==> src/rtl/riscv_pkg.sv <==
// Shared definitions for the RV32IM pipeline control logic: run-state
// encoding and default counter width.
package riscv_pkg;

   localparam int CNT_W_DEFAULT = 32;
   localparam int DRAIN_W       = 4;

   typedef enum logic [1:0] {
      ST_IDLE  = 2'd0,
      ST_RUN   = 2'd1,
      ST_DRAIN = 2'd2,
      ST_DONE  = 2'd3
   } state_t;

endpackage

==> src/rtl/sat_counter.sv <==
// Up-counter that sticks at all-ones instead of wrapping; synchronous clear.
module sat_counter #(
   parameter int WIDTH = 32
) (
   input  logic             clk,
   input  logic             clear,
   input  logic             inc,
   output logic [WIDTH-1:0] count
);

   localparam logic [WIDTH-1:0] ONE = WIDTH'(1);

   logic [WIDTH-1:0] count_reg;

   always_ff @(posedge clk) begin
      if (clear) begin
         count_reg <= '0;
      end else if (inc && (count_reg != '1)) begin
         count_reg <= count_reg + ONE;
      end
   end

   assign count = count_reg;

endmodule

==> src/rtl/pipeline_ctrl.sv <==
// Run sequencer and hazard arbiter for the 5-stage pipeline: drives every
// stage stall/flush, the start/done handshake and the performance counters.
module pipeline_ctrl
   import riscv_pkg::*;
#(
   parameter int DRAIN_CYCLES = 2,
   parameter int CNT_W        = CNT_W_DEFAULT
) (
   input  logic             clk,
   input  logic             reset,
   input  logic             start,
   input  logic             icache_stall,
   input  logic             dcache_stall,
   input  logic             md_alu_stall,
   input  logic             load_use_hazard,
   input  logic             mispredict,
   input  logic             ex_mem_ecall,
   output logic             riscv_start,
   output logic             riscv_done,
   output logic             pc_stall,
   output logic             if_id_stall,
   output logic             if_id_flush,
   output logic             id_ex_stall,
   output logic             id_ex_flush,
   output logic             ex_mem_flush,
   output logic             mem_wb_stall,
   output logic             mem_wb_flush,
   output logic [CNT_W-1:0] cycle_count,
   output logic [CNT_W-1:0] stall_count
);

   localparam logic [DRAIN_W-1:0] DRAIN_INIT = DRAIN_W'(DRAIN_CYCLES);
   localparam logic [DRAIN_W-1:0] DRAIN_ONE  = DRAIN_W'(1);

   state_t               state_reg;
   logic                 start_reg;
   logic                 done_reg;
   logic                 mis_pend_reg;
   logic [DRAIN_W-1:0]   drain_cnt_reg;

   always_ff @(posedge clk) begin
      if (reset) begin
         state_reg     <= ST_IDLE;
         start_reg     <= 1'b0;
         done_reg      <= 1'b0;
         mis_pend_reg  <= 1'b0;
         drain_cnt_reg <= '0;
      end else begin
         case (state_reg)
            ST_IDLE: begin
               if (start) begin
                  state_reg <= ST_RUN;
                  start_reg <= 1'b1;
               end
            end
            ST_RUN: begin
               // A redirect seen under a data-cache stall is replayed once the stall lifts.
               if (dcache_stall) begin
                  if (mispredict) begin
                     mis_pend_reg <= 1'b1;
                  end
               end else begin
                  mis_pend_reg <= 1'b0;
                  if (ex_mem_ecall) begin
                     state_reg     <= ST_DRAIN;
                     drain_cnt_reg <= DRAIN_INIT;
                  end
               end
            end
            ST_DRAIN: begin
               if (!dcache_stall) begin
                  if (drain_cnt_reg <= DRAIN_ONE) begin
                     state_reg     <= ST_DONE;
                     start_reg     <= 1'b0;
                     done_reg      <= 1'b1;
                     drain_cnt_reg <= '0;
                  end else begin
                     drain_cnt_reg <= drain_cnt_reg - DRAIN_ONE;
                  end
               end
            end
            ST_DONE: begin
            end
            default: state_reg <= ST_IDLE;
         endcase
      end
   end

   assign riscv_start = start_reg;
   assign riscv_done  = done_reg;

   always_comb begin
      pc_stall     = 1'b0;
      if_id_stall  = 1'b0;
      if_id_flush  = 1'b0;
      id_ex_stall  = 1'b0;
      id_ex_flush  = 1'b0;
      ex_mem_flush = 1'b0;
      mem_wb_stall = 1'b0;
      mem_wb_flush = 1'b0;
      case (state_reg)
         ST_RUN: begin
            if (dcache_stall) begin
               pc_stall     = 1'b1;
               if_id_stall  = 1'b1;
               id_ex_stall  = 1'b1;
               mem_wb_stall = 1'b1;
            end else if (ex_mem_ecall) begin
               pc_stall     = 1'b1;
               if_id_flush  = 1'b1;
               id_ex_flush  = 1'b1;
               ex_mem_flush = 1'b1;
            end else if (mispredict || mis_pend_reg) begin
               if_id_flush  = 1'b1;
               id_ex_flush  = 1'b1;
               ex_mem_flush = 1'b1;
            end else if (md_alu_stall) begin
               pc_stall     = 1'b1;
               if_id_stall  = 1'b1;
               id_ex_stall  = 1'b1;
               mem_wb_flush = 1'b1;
            end else if (load_use_hazard) begin
               pc_stall     = 1'b1;
               if_id_stall  = 1'b1;
               id_ex_flush  = 1'b1;
            end else if (icache_stall) begin
               pc_stall     = 1'b1;
               if_id_flush  = 1'b1;
            end
         end
         ST_DRAIN: begin
            pc_stall     = 1'b1;
            if_id_stall  = 1'b1;
            id_ex_flush  = 1'b1;
            ex_mem_flush = 1'b1;
         end
         default: begin
         end
      endcase
   end

   logic cycle_inc;
   logic stall_inc;

   assign cycle_inc = (state_reg == ST_RUN) || (state_reg == ST_DRAIN);
   assign stall_inc = (state_reg == ST_RUN) && pc_stall;

   sat_counter #(.WIDTH(CNT_W)) u_cycle_cnt (
      .clk   (clk),
      .clear (reset),
      .inc   (cycle_inc),
      .count (cycle_count)
   );

   sat_counter #(.WIDTH(CNT_W)) u_stall_cnt (
      .clk   (clk),
      .clear (reset),
      .inc   (stall_inc),
      .count (stall_count)
   );

endmodule

==> config.mk <==
export PLATFORM = sky130hd
export DESIGN_NAME = pipeline_ctrl
export DESIGN_NICKNAME = d
export VERILOG_FILES = /design/src/rtl/riscv_pkg.sv /design/src/rtl/sat_counter.sv /design/src/rtl/pipeline_ctrl.sv
export SDC_FILE = /design/constraint.sdc
export NUM_CORES = 1
export LEC_CHECK = 0
export BUFFER_PORTS_ARGS = -buffer_cell sky130_fd_sc_hd__clkbuf_2
export CORE_MARGIN = 1.5
export CORE_UTILIZATION = 40
export CTS_CLUSTER_DIAMETER = 120
export DETAILED_ROUTE_END_ITERATION = 10
export GPL_TIMING_DRIVEN = 0
export SETUP_SLACK_MARGIN = 0.3
export SLEW_MARGIN = 30
export SYNTH_ARGS = -nofsm -noshare
export SYNTH_HDL_FRONTEND = slang
export SYNTH_SLANG_ARGS = --single-unit
==> constraint.sdc <==
create_clock -name clk -period 4.51 [get_ports clk]
set_input_delay 0.902 -clock clk [delete_from_list [all_inputs] [get_ports clk]]
set_output_delay 0.902 -clock clk [all_outputs]
set_load 0.02 [all_outputs]
[Word-level counts from Yosys, hierarchy flattened]
Index checks and enable logic that the tools add are counted.
Word-level totals
  register bits: 73
  output and inout bits: 74
  logic and storage cells: 90
Cells by class
  muxes and demuxes: 54
  add/subtract/negate cells: 3
  equal/unequal tests: 10
  reductions and logical operators: 14
  order comparisons: 1
  bitwise operators: 1
Operator list (count)
  $add A32 B1 Y32 const B: 2
  $ne A32 B32 Y1 const B: 2
  $mux W1: 38
  $mux W4: 4
  $mux W2: 5
  $ne A2 B2 Y1 const B: 5
  $pmux W1 S2: 5
  $pmux W4 S2: 1
  $reduce_and A4 Y1: 2
  $pmux W2 S3: 1
  $reduce_and A6 Y1: 1
  $le A4 B1 Y1 const B: 1
  $reduce_bool A2 Y1: 2
  $sub A4 B1 Y4 const B: 1
  $logic_and A1 B1 Y1: 3
  $reduce_and A3 Y1: 1
  $reduce_bool A3 Y1: 1
  $eq A2 B1 Y1 const B: 1
  $eq A2 B2 Y1 const B: 1
  $logic_not A2 Y1: 1
  $logic_or A1 B1 Y1: 2
  $ne A2 B1 Y1 const B: 1
  $reduce_and A2 Y1: 1
  $not A1 Y1: 1

[Longest topological paths before layout]
  word-level depth: 9
  depth in mapped cells: 10

[By module]
A second synthesis with hierarchy kept.
Second synthesis, totals
  cell total of the unflattened synthesis: 475
  area total of the unflattened synthesis: 3976.3 µm²
By module, submodules not included
  sat_counter (u_cycle_cnt): instances 1, cells each 199, seq. area each 640.6 µm², area an instance 1674.1 µm²
  sat_counter (u_stall_cnt): instances 1, cells each 187, seq. area each 640.6 µm², area an instance 1606.5 µm²
  pipeline_ctrl: instances 1, cells each 89, seq. area each 180.2 µm², area an instance 695.7 µm²

[Worst setup path after synthesis]
No wires, ideal clock.
  kind: in2out
  from: input mispredict
  to: output id_ex_flush
  data required time: 3608 ps
  buffers on the path: 0
  setup slack: 1832 ps
  data arrival time: 1776 ps
  cell stages on the path: 4
  cells stage by stage: nor3_1 nor2_1 o21a_1 a41o_1
Between the ends
  cells in the longest elaborated chain, start to end: 5
Ends and longest elaborated chain
  start: declaration: RTL line pipeline_ctrl.sv:16  | input logic mispredict,
  $logic_or A1 B1 Y1: RTL line pipeline_ctrl.sv:113  | end else if (mispredict || mis_pend_reg) begin
  $mux W1: RTL line pipeline_ctrl.sv:113
  $mux W1: RTL line pipeline_ctrl.sv:108  | end else if (ex_mem_ecall) begin
  $mux W1: RTL line pipeline_ctrl.sv:103  | if (dcache_stall) begin
  $pmux W1 S2: RTL line pipeline_ctrl.sv:101  | case (state_reg)
  end: declaration: RTL line pipeline_ctrl.sv:24  | output logic id_ex_flush,
No other way between the ends.

[Final worst setup path]
  from: register state_reg[0]
  to: output id_ex_flush
Between the ends
  cells in the longest elaborated chain, start to end: 2
Ends and longest elaborated chain
  start: declaration: RTL line pipeline_ctrl.sv:35  | state_t state_reg;
  start signal: assignment: RTL line pipeline_ctrl.sv:43  | state_reg <= ST_IDLE;
  start signal: assignment: RTL line pipeline_ctrl.sv:52  | state_reg <= ST_RUN;
  start signal: assignment: RTL line pipeline_ctrl.sv:65  | state_reg <= ST_DRAIN;
  $eq A2 B2 Y1 / $eq A2 B1 Y1 (equally long branches): RTL line pipeline_ctrl.sv:101
  $pmux W1 S2 (*): RTL line pipeline_ctrl.sv:101
Mark *: on every way between the ends. The rest lies on a longest branch, timed or not.

==> metrics.txt <==
# TYPE chip_impl_metric gauge
chip_impl_metric{name="worst_skew_pair_latency",unit="ns"} 0.34
chip_impl_info{name="rsz0062_at_grt",value="false"} 1
chip_impl_metric{name="ioPinCount",unit=""} 83
chip_impl_metric{name="numPortBuffers",unit=""} 82
chip_impl_metric{name="final_layout_size_suffix_gt1_share",unit="%"} 20.7
chip_impl_metric{name="first_global_vias",unit=""} 3348
chip_impl_metric{name="dp.final_hpwl",unit="µm"} 7180
chip_impl_metric{name="final-max-slew-violation-count",unit=""} 0
chip_impl_metric{name="routed-wl-met3",unit="µm"} 476
chip_impl_metric{name="fin_setup_tns",unit="ns"} 0
chip_impl_metric{name="synthDistinctLibCells",unit=""} 51
chip_impl_info{name="highest-signal-layer",value="met4"} 1
chip_impl_info{name="clock_tree.root_cell",value="sky130_fd_sc_hd__clkbuf_8"} 1
chip_impl_metric{name="finalWorstPathRequiredPeriod",unit="ns"} 2.98
chip_impl_metric{name="worstMarginPinSlew",unit="ns"} 0.894
chip_impl_metric{name="hold_viol",unit=""} 0
chip_impl_info{name="yosys.cell_count.top_type",value="sky130_fd_sc_hd__dfxtp_1"} 1
chip_impl_metric{name="power_density_over_the_cells",unit="nW/µm²"} 343
chip_impl_metric{name="tritoncts_num_sinks",unit=""} 73
chip_impl_metric{name="synthDominantCellAreaShare",unit="%"} 38.5
chip_impl_metric{name="syn-num-nets",unit=""} 485
chip_impl_metric{name="crit_arrival",unit="ns"} 2.08
chip_impl_metric{name="drtIter0Drc",unit=""} 196
chip_impl_metric{name="layout-area-overhead-vs-synth",unit="%"} 19.2
chip_impl_metric{name="timing.final.setup_violations",unit=""} 0
chip_impl_metric{name="worst-endpoint-required",unit="ns"} 3.61
chip_impl_metric{name="synth-seq-area-share",unit="%"} 38.5
chip_impl_metric{name="initial_core_util",unit="%"} 41.1
chip_impl_metric{name="grt_max_degree",unit=""} 11
chip_impl_metric{name="hold_buffers",unit=""} 0
chip_impl_metric{name="achievable-frequency",unit="MHz"} 335
chip_impl_metric{name="ys_seq_elements",unit=""} 73
chip_impl_metric{name="clock_transition_at_the_registers_of_the_reported_paths",unit="ns"} 0.08
chip_impl_metric{name="dr.pass1.iters",unit=""} 5
chip_impl_metric{name="grt_pass1_wl",unit="µm"} 15800
chip_impl_metric{name="cts_repair_resize_count",unit=""} 0
chip_impl_info{name="synth_top_area_cell",value="sky130_fd_sc_hd__dfxtp_1"} 1
chip_impl_metric{name="synth-edff-count",unit=""} 0
chip_impl_metric{name="post-route-drc-count",unit=""} 0
chip_impl_info{name="path_class",value="reg2out"} 1
chip_impl_metric{name="core.rowCount",unit=""} 35
chip_impl_info{name="yosys_most_used_dff",value="sky130_fd_sc_hd__dfxtp_1"} 1
chip_impl_metric{name="timing.max_cap.violations",unit=""} 0
chip_impl_metric{name="max-clock-path-buffers",unit=""} 2
chip_impl_metric{name="crit_fanout",unit=""} 10
chip_impl_metric{name="n_antenna_cell",unit=""} 0
chip_impl_metric{name="max-vdd-ir-drop",unit="V"} 0.000142
chip_impl_metric{name="post_cts.repair.setup_buffers",unit=""} 0
chip_impl_info{name="critical_path.startpoint_type",value="flip-flop"} 1
chip_impl_metric{name="synth_async_sr_flop_share",unit="%"} 0
chip_impl_metric{name="num_vias",unit=""} 3887
chip_impl_metric{name="max-slew-margin-rel",unit="%"} 39.8
chip_impl_info{name="netlist_top_cells_count",value="sky130_fd_sc_hd__dfxtp_1 (73), sky130_fd_sc_hd__a21oi_1 (55), sky130_fd_sc_hd__or3_1 (38)"} 1
chip_impl_metric{name="drt-vias-per-instance",unit=""} 5.63
chip_impl_info{name="crit_path_end_kind",value="output pin"} 1
chip_impl_metric{name="die_h",unit="µm"} 100
chip_impl_metric{name="routed_wl",unit="µm"} 9850
chip_impl_metric{name="post_drt_wl_per_cell",unit="µm"} 14.3
chip_impl_info{name="yosys-top-cells-area",value="sky130_fd_sc_hd__dfxtp_1 (38%), sky130_fd_sc_hd__a21oi_1 (7.3%), sky130_fd_sc_hd__or3_1 (6.3%)"} 1
chip_impl_metric{name="fin_nets",unit=""} 578
chip_impl_info{name="hold_path_class",value="reg2reg"} 1
chip_impl_metric{name="n_fill_cell",unit=""} 952
chip_impl_metric{name="timing.final.ws_setup",unit="ns"} 1.53
chip_impl_info{name="clock_tree_from_tritoncts",value="done"} 1
chip_impl_metric{name="wl_met1",unit="µm"} 4620
chip_impl_metric{name="met2RoutedLength",unit="µm"} 4600
chip_impl_metric{name="overflow",unit=""} 0
chip_impl_metric{name="cts_made_buffers",unit=""} 9
chip_impl_metric{name="synthesis.area",unit="µm²"} 3800
chip_impl_metric{name="postSynthAreaPerCell",unit="µm²"} 8.13
chip_impl_info{name="run_status",value="complete, no violations"} 1
chip_impl_metric{name="detail-route-antenna-nets",unit=""} 0
chip_impl_metric{name="cell_depth_of_the_worst_hold_path",unit=""} 2
chip_impl_metric{name="gr-usage-all-layers",unit="%"} 19.7
chip_impl_metric{name="worst-r2r-cell-count",unit=""} 7
chip_impl_metric{name="total_leakage_power",unit="nW"} 1.59
chip_impl_metric{name="syn_inst",unit=""} 467
chip_impl_metric{name="min_period_over_period",unit="%"} 66.2
chip_impl_metric{name="floorplan.die_area",unit="µm²"} 10100
chip_impl_metric{name="fp.coreArea",unit="µm²"} 9240
chip_impl_metric{name="antenna_found_initial",unit=""} 0
chip_impl_metric{name="cts_max_level",unit=""} 3
chip_impl_metric{name="worst_clock_skew",unit="ns"} 0.00747
chip_impl_metric{name="gp_routability_congestion",unit=""} 0.907
chip_impl_metric{name="pre_cts_slack",unit="ns"} 1.40
chip_impl_metric{name="yosys_warnings",unit=""} 0
chip_impl_metric{name="die-width",unit="µm"} 100
cell families (layout without fill, tap and decap cells):
group / Yosys count / count (layout) / synth area share, %
flip-flops: 73 / 73 / 38.5
XOR/XNOR: 10 / 10 / 2.31
AO/OA/AOI/OAI: 125 / 125 / 19.5
multiplexers: 8 / 8 / 2.24
buffers and inverters: 36 / 130 / 4.02
AND/OR/NAND/NOR: 206 / 206 / 30.5
adder cells (fa/ha/maj): 9 / 9 / 2.97
stage by stage:
stage | hold WS (ns) | instances | cell area (µm²) | power [mW] | util, %
floorplan | 0.473 | 467 | 3800 | 0.998 | -
global placement | 0.466 | 678 | 4370 | 1.11 | 47.3
detailed placement | 0.460 | 678 | 4370 | 1.12 | 47.3
CTS | 0.477 | 690 | 4520 | 1.57 | 49.0
global route | 0.509 | 690 | 4520 | 1.63 | 49.0
finish | 0.469 | 690 | 4520 | 1.55 | 49.0
critical path, cell delays in order, from the launching register on:
cell and delay [ns]:
sky130_fd_sc_hd__dfxtp_1 0.40, sky130_fd_sc_hd__inv_1 0.09, sky130_fd_sc_hd__ha_1 0.36, sky130_fd_sc_hd__buf_1 0.42, sky130_fd_sc_hd__o21a_1 0.21, sky130_fd_sc_hd__a41o_1 0.09
sky130_fd_sc_hd__clkbuf_2 0.16
cell usage in the layout (no fill, tap or decap), types with 2 or more instances in the layout:
| cell | instances |
|---|---|
| sky130_fd_sc_hd__xor2_1 | 5 |
| sky130_fd_sc_hd__nor4_1 | 8 |
| sky130_fd_sc_hd__nand3_1 | 16 |
| sky130_fd_sc_hd__dfxtp_1 | 73 |
| sky130_fd_sc_hd__buf_2 | 2 |
| sky130_fd_sc_hd__nand4b_1 | 2 |
| sky130_fd_sc_hd__ha_1 | 9 |
| sky130_fd_sc_hd__a21oi_1 | 55 |
| sky130_fd_sc_hd__nand2b_1 | 3 |
| sky130_fd_sc_hd__o21ai_0 | 36 |
| sky130_fd_sc_hd__or3_1 | 38 |
| sky130_fd_sc_hd__and4_1 | 2 |
| sky130_fd_sc_hd__nor4b_1 | 3 |
| sky130_fd_sc_hd__nor2b_1 | 7 |
| sky130_fd_sc_hd__nor3_1 | 12 |
| sky130_fd_sc_hd__o31ai_1 | 12 |
| sky130_fd_sc_hd__mux2i_1 | 4 |
| sky130_fd_sc_hd__o31ai_2 | 2 |
| sky130_fd_sc_hd__o21a_1 | 2 |
| sky130_fd_sc_hd__clkbuf_1 | 10 |
| sky130_fd_sc_hd__nand2_1 | 27 |
| sky130_fd_sc_hd__mux2_2 | 4 |
| sky130_fd_sc_hd__clkbuf_2 | 82 |
| sky130_fd_sc_hd__or2_2 | 5 |
| sky130_fd_sc_hd__nor2_1 | 34 |
| sky130_fd_sc_hd__nand4_1 | 26 |
| sky130_fd_sc_hd__or4_1 | 12 |
| sky130_fd_sc_hd__and2_1 | 2 |
| sky130_fd_sc_hd__buf_1 | 2 |
| sky130_fd_sc_hd__and3_1 | 3 |
| sky130_fd_sc_hd__xnor2_1 | 5 |
| sky130_fd_sc_hd__o31a_1 | 3 |
| sky130_fd_sc_hd__or4_4 | 2 |
| sky130_fd_sc_hd__a211oi_1 | 3 |
| sky130_fd_sc_hd__clkbuf_8 | 11 |
| sky130_fd_sc_hd__inv_1 | 19 |
| sky130_fd_sc_hd__buf_4 | 2 |
| sky130_fd_sc_hd__a31oi_1 | 2 |
power by group:
group | leakage [nW] | internal, mW | switching [mW]
Sequential | 0.589 | 0.674 | 0.0299
Combinational | 0.914 | 0.138 | 0.260
Clock | 0.0830 | 0.217 | 0.233
metal layers:
layer | vias to the layer above | global-route usage (%)
met3 | 11 | 4.67
met1 | 1841 | 26.1
met5 | - | 0
met4 | 0 | 6.61
li1 | 1931 | -
met2 | 104 | 31.6
worst paths after layout:
check | start | endpoint | slack, ns
setup / recovery | state_reg[0] | id_ex_flush | 1.53
hold / removal | riscv_done | riscv_done | 0.47
setup reg to reg | state_reg[0] | u_cycle_cnt.count[31] | 1.54
hold reg to reg | riscv_done | riscv_done | 0.47
area by class of cell:
| class | instances | area (µm²) | area share (%) |
|---|---|---|---|
| tap | 129 | 161 | 3.57 |
| multi-input combinational | 358 | 2180 | 48.2 |
| timing repair buffer | 82 | 410 | 9.07 |
| clock inverter | 1 | 5.00 | 0.111 |
| sequential | 73 | 1460 | 32.3 |
| clock buffer | 11 | 151 | 3.35 |
| inverter | 19 | 71.3 | 1.58 |
| buffer | 17 | 81.3 | 1.80 |
(Power assumes the default switching activity.)
